<file path="src/rtl/ff_bank_universal.sv">
// ff_bank_universal: WIDTH-bit register bank with a run-time selectable
// next-state function (D, T, JK, SR), clock enable, programmable reset value,
// and detection and saturating count of the SR forbidden input (S=R=1).
module ff_bank_universal #(
  parameter int unsigned            WIDTH     = 8,
  parameter logic [WIDTH-1:0]       RESET_VAL = '0,
  parameter int unsigned            CNT_W     = 4
) (
  input  logic             clk,
  input  logic             reset,
  input  logic             en,
  input  logic [1:0]       mode,
  input  logic [WIDTH-1:0] a,
  input  logic [WIDTH-1:0] b,
  input  logic             clr_err,
  output logic [WIDTH-1:0] q,
  output logic [WIDTH-1:0] qbar,
  output logic [WIDTH-1:0] err_mask,
  output logic             err_sticky,
  output logic [CNT_W-1:0] err_cnt
);

  typedef enum logic [1:0] {
    MODE_D  = 2'b00,
    MODE_T  = 2'b01,
    MODE_JK = 2'b10,
    MODE_SR = 2'b11
  } mode_e;

  mode_e            mode_s;
  logic [WIDTH-1:0] q_q, q_d;
  logic [WIDTH-1:0] mask_q, mask_d;
  logic             sticky_q, sticky_d;
  logic [CNT_W-1:0] cnt_q, cnt_d;
  logic [CNT_W-1:0] cnt_base;
  logic             illegal;

  assign mode_s = mode_e'(mode);

  // Next state of the storage bits and the illegal-input mask.
  always_comb begin
    q_d    = q_q;
    mask_d = '0;
    if (en) begin
      unique case (mode_s)
        MODE_D:  q_d = a;
        MODE_T:  q_d = q_q ^ a;
        // J sets a clear bit, ~K keeps a set bit: covers hold/clear/set/toggle.
        MODE_JK: q_d = (a & ~q_q) | (~b & q_q);
        // S-only sets, R-only clears; 00 and 11 both hold.
        MODE_SR: begin
          q_d    = (a & ~b) | (q_q & ~(~a & b));
          mask_d = a & b;
        end
        default: q_d = q_q;
      endcase
    end
  end

  // Next state of the sticky flag and saturating event counter.
  always_comb begin
    illegal  = en && (mode_s == MODE_SR) && (|(a & b));
    sticky_d = (sticky_q & ~clr_err) | illegal;
    cnt_base = clr_err ? '0 : cnt_q;
    cnt_d    = cnt_base;
    if (illegal && (cnt_base != '1)) begin
      cnt_d = cnt_base + CNT_W'(1);
    end
  end

  // State registers with synchronous, highest-priority reset.
  always_ff @(posedge clk) begin
    if (reset) begin
      q_q      <= RESET_VAL;
      mask_q   <= '0;
      sticky_q <= 1'b0;
      cnt_q    <= '0;
    end else begin
      q_q      <= q_d;
      mask_q   <= mask_d;
      sticky_q <= sticky_d;
      cnt_q    <= cnt_d;
    end
  end

  assign q          = q_q;
  assign qbar       = ~q_q;
  assign err_mask   = mask_q;
  assign err_sticky = sticky_q;
  assign err_cnt    = cnt_q;

endmodule
</file>
<file path="config.mk">
export PLATFORM = sky130hd
export DESIGN_NAME = ff_bank_universal
export DESIGN_NICKNAME = d
export VERILOG_FILES = /design/src/rtl/ff_bank_universal.sv
export SDC_FILE = /design/constraint.sdc
export NUM_CORES = 1
export LEC_CHECK = 0
export ABC_AREA = 1
export BUFFER_PORTS_ARGS = -buffer_cell sky130_fd_sc_hd__buf_2
export CAP_MARGIN = 20
export CORE_ASPECT_RATIO = 1.2
export CORE_MARGIN = 2
export CORE_UTILIZATION = 52
export CTS_BUF_LIST = sky130_fd_sc_hd__clkbuf_2 sky130_fd_sc_hd__clkbuf_4 sky130_fd_sc_hd__clkbuf_8
export DETAILED_ROUTE_END_ITERATION = 6
export PLACE_DENSITY = 0.89
export SETUP_SLACK_MARGIN = 0.05
export SLEW_MARGIN = 20
export SYNTH_ARGS = -nofsm -noshare
export SYNTH_HDL_FRONTEND = slang
export SYNTH_SLANG_ARGS = --single-unit
</file>
<file path="constraint.sdc">
create_clock -name clk -period 2.07 [get_ports clk]
set_input_delay 0 -clock clk [delete_from_list [all_inputs] [get_ports clk]]
set_output_delay 0 -clock clk [all_outputs]
set_load 0.02 [all_outputs]
</file>
==> run metrics <==
status=completed; area grow syn2layout=39.2%; MaxCap Viol Count=0; largest fanout on the critical path=6; max-slew violations=0; Clock Skews=8.13 ps; nature of the critical path endpoint=flop; FF-to-FF path depth=7; die width=47.1 um; reg2reg start=err_cnt[1]$_SDFF_PP0_; f_max=0.762 GHz; area share of the largest cell type after synthesis=36.2%; relative slew slack=58.4%; antenna cells=0; Final setup viols=0; Tmin final=1310 ps; Layout Nets=277; peak supply drop=0.583 mV; Num CTS Buffers=3; setup TNS=0 ps; mean post-synth cell area=6.20 um^2; required time of the worst setup path=2300 ps; Leak=0.000817 uW; DR WL/cell=11.7 um; post-route ant nets=0; vias in the first global route=1336; most common cell in the netlist=nand2_1; H-tree Lvls=1; crit path DAT=1550 ps; RR Endpoint=err_cnt[3]$_SDFF_PP0_; PortBufs=50; initial antenna violation count=0; WHS=21.2 ps; post-DR vias/cell=5.26; layout cells sized above 1=22.1%; combinational share of power=24.7%; YS warnings=0; Clock Pin Slew Worst Setup and Hold Paths=110 ps; clock buffer depth=2; Multi-input gate area=644 um^2; root buffer cell=clkbuf_4; Layout fillers=166; first-pass GRT wire length=5500 um; Yosys cell types=17; Mapped Area=1160 um^2; Hold Path Sink=err_cnt[3]$_SDFF_PP0_; # DRC=0; Reg2Reg Setup Slack=760 ps; switching share of power=30.5%; Post-synth top cells=66 x nand2_1, 26 x nor2_1, 23 x nand3_1; Mapped Nets=210; Reg power frac=50.8%; Total GRT Usage=27.4%; RSZ-0062 raised after global routing=no; setup bufs post-CTS=0; Int Pwr=588 uW; hpwl dp=2250 um; Finished Core Util=77.1%; largest area contributor in the netlist=dfxtp_1; final std cells w/o fill=283; pin count of the biggest net entering global routing=13; WS Path Type=reg2reg; DR iter-0 viols=59; Starting Density=55.4%; Final Routed Wirelength=3310 um; total core area=2090 um^2; sequential share of the synthesized area=36.2%; number of synthesized flops with an enable pin=0; Yosys reg bits=21; CTS tree=yes; final number of hold-violating endpoints=0; power per cell area=524 nW/um^2; Placer Congestion=0.793; Worst Hold Launch=clr_err; Post-CTS Resized=0; # IOs=51; placed cell count=263; Psw=258 uW; Worst-Skew Late Latency=300 ps; via count=1488; WHS Path Cells=4; GRT Residual Overflow=0; CTS sink cnt=21; Mapped Cells=187; Die Ht=55.7 um; top_reg_cell synth=dfxtp_1; top cells by area, synth=dfxtp_1 36%, nand2_1 21%, nand3_1 9.9%, nor2_1 8.4%, inv_1 5.8%; die footprint=2630 um^2; num rows=18; Clk pwr share=24.5%; area occupied by registers=420 um^2; actual slew at the worst max-slew pin=622 ps; period utilization=63.4%; Initial DRT Pass Iterations=4; async set-reset flop share out of synthesis=0%; Worst Hold Class=in2reg; crit path launch type=flop
layer usage:
metal	GRT usage [%]	routed length (um)	vias to the layer above
met4	10.3	46	0
met5	0	0	-
met3	3.25	309	10
met2	45.0	1640	85
li1	-	-	739
met1	35.2	1320	654
flip-flops by register name (all words and copies together) (netlist names):
signal	flops
err_mask	8
q	8
err_cnt	4
err_sticky	1
layout by cell type (no fill, tap or decap):
cell type,count
nand2_1,66
buf_2,50
nor2_1,26
nand3_1,23
dfxtp_1,21
inv_1,18
dlygate4sd3_1,16
a21oi_1,11
o211ai_1,9
clkbuf_4,4
nand4_1,3
inv_2,1
nor3_1,1
nor2_4,1
o21ai_0,1
xor2_1,1
ha_1,1
how the worst max path moves through the flow:
stage	startpoint	end	slack [ps]	cells past startpoint
after floorplan	err_cnt[1]$_SDFF_PP0_	err_cnt[0]$_SDFF_PP0_	760	8
after global placement	err_cnt[1]$_SDFF_PP0_	err_cnt[0]$_SDFF_PP0_	830	7
after detailed placement	err_cnt[1]$_SDFF_PP0_	err_cnt[2]$_SDFF_PP0_	790	7
after CTS	err_cnt[1]$_SDFF_PP0_	err_cnt[2]$_SDFF_PP0_	750	7
after global routing	err_cnt[0]$_SDFF_PP0_	err_cnt[2]$_SDFF_PP0_	630	7
final	err_cnt[1]$_SDFF_PP0_	err_cnt[3]$_SDFF_PP0_	760	7
power groups by stage:
stage / registers [uW] / logic (uW) / clock network (uW)
2_1_floorplan: 453 / 99.5 / 0
3_3_place_gp: 438 / 179 / 0
3_5_place_dp: 438 / 181 / 0
4_1_cts: 429 / 204 / 208
5_1_grt: 432 / 230 / 225
6_report: 429 / 209 / 207
metrics by stage:
step | setup slack [ps] | power [uW] | instance area (um^2)
final | 757 | 846 | 1610
after global routing | 630 | 887 | 1610
after CTS | 747 | 841 | 1610
after detailed placement | 791 | 619 | 1420
after global placement | 827 | 617 | 1420
after floorplan | 756 | 553 | 1160
logic make-up (layout without fill, tap and decap cells):
family,after synthesis,count (layout),share of synthesized area [%]
AND/OR/NAND/NOR,120,120,42.7
adder cells (fa/ha/maj),1,1,1.08
flip-flops,21,21,36.2
AO/OA/AOI/OAI,21,21,11.0
buffers and inverters,23,89,8.20
XOR/XNOR,1,1,0.755
cell type report:
type                            instances  area share (%)
Timing Repair Buffer                   66            25.4
Sequential cell                        21            26.0
Inverter                               19            4.42
Multi-Input combinational cell        143            39.9
Tap cell                               30            2.33
Clock buffer                            4            1.86
timing repair:
| action | CTS | global route |
|---|---|---|
| setup endpoints to repair | 0 | 0 |
| hold buffers | 16 | 0 |
| endpoints found under the hold margin | 8 | 0 |
critical path, stage by stage, from the launching register on:
cell	delay (ps)
dfxtp_1	370
nand2_1	90
inv_1	60
ha_1	170
nand3_1	130
nand3_1	210
nand2_1	70
a21oi_1	140
Note: power is estimated with default switching activity, not from simulation.
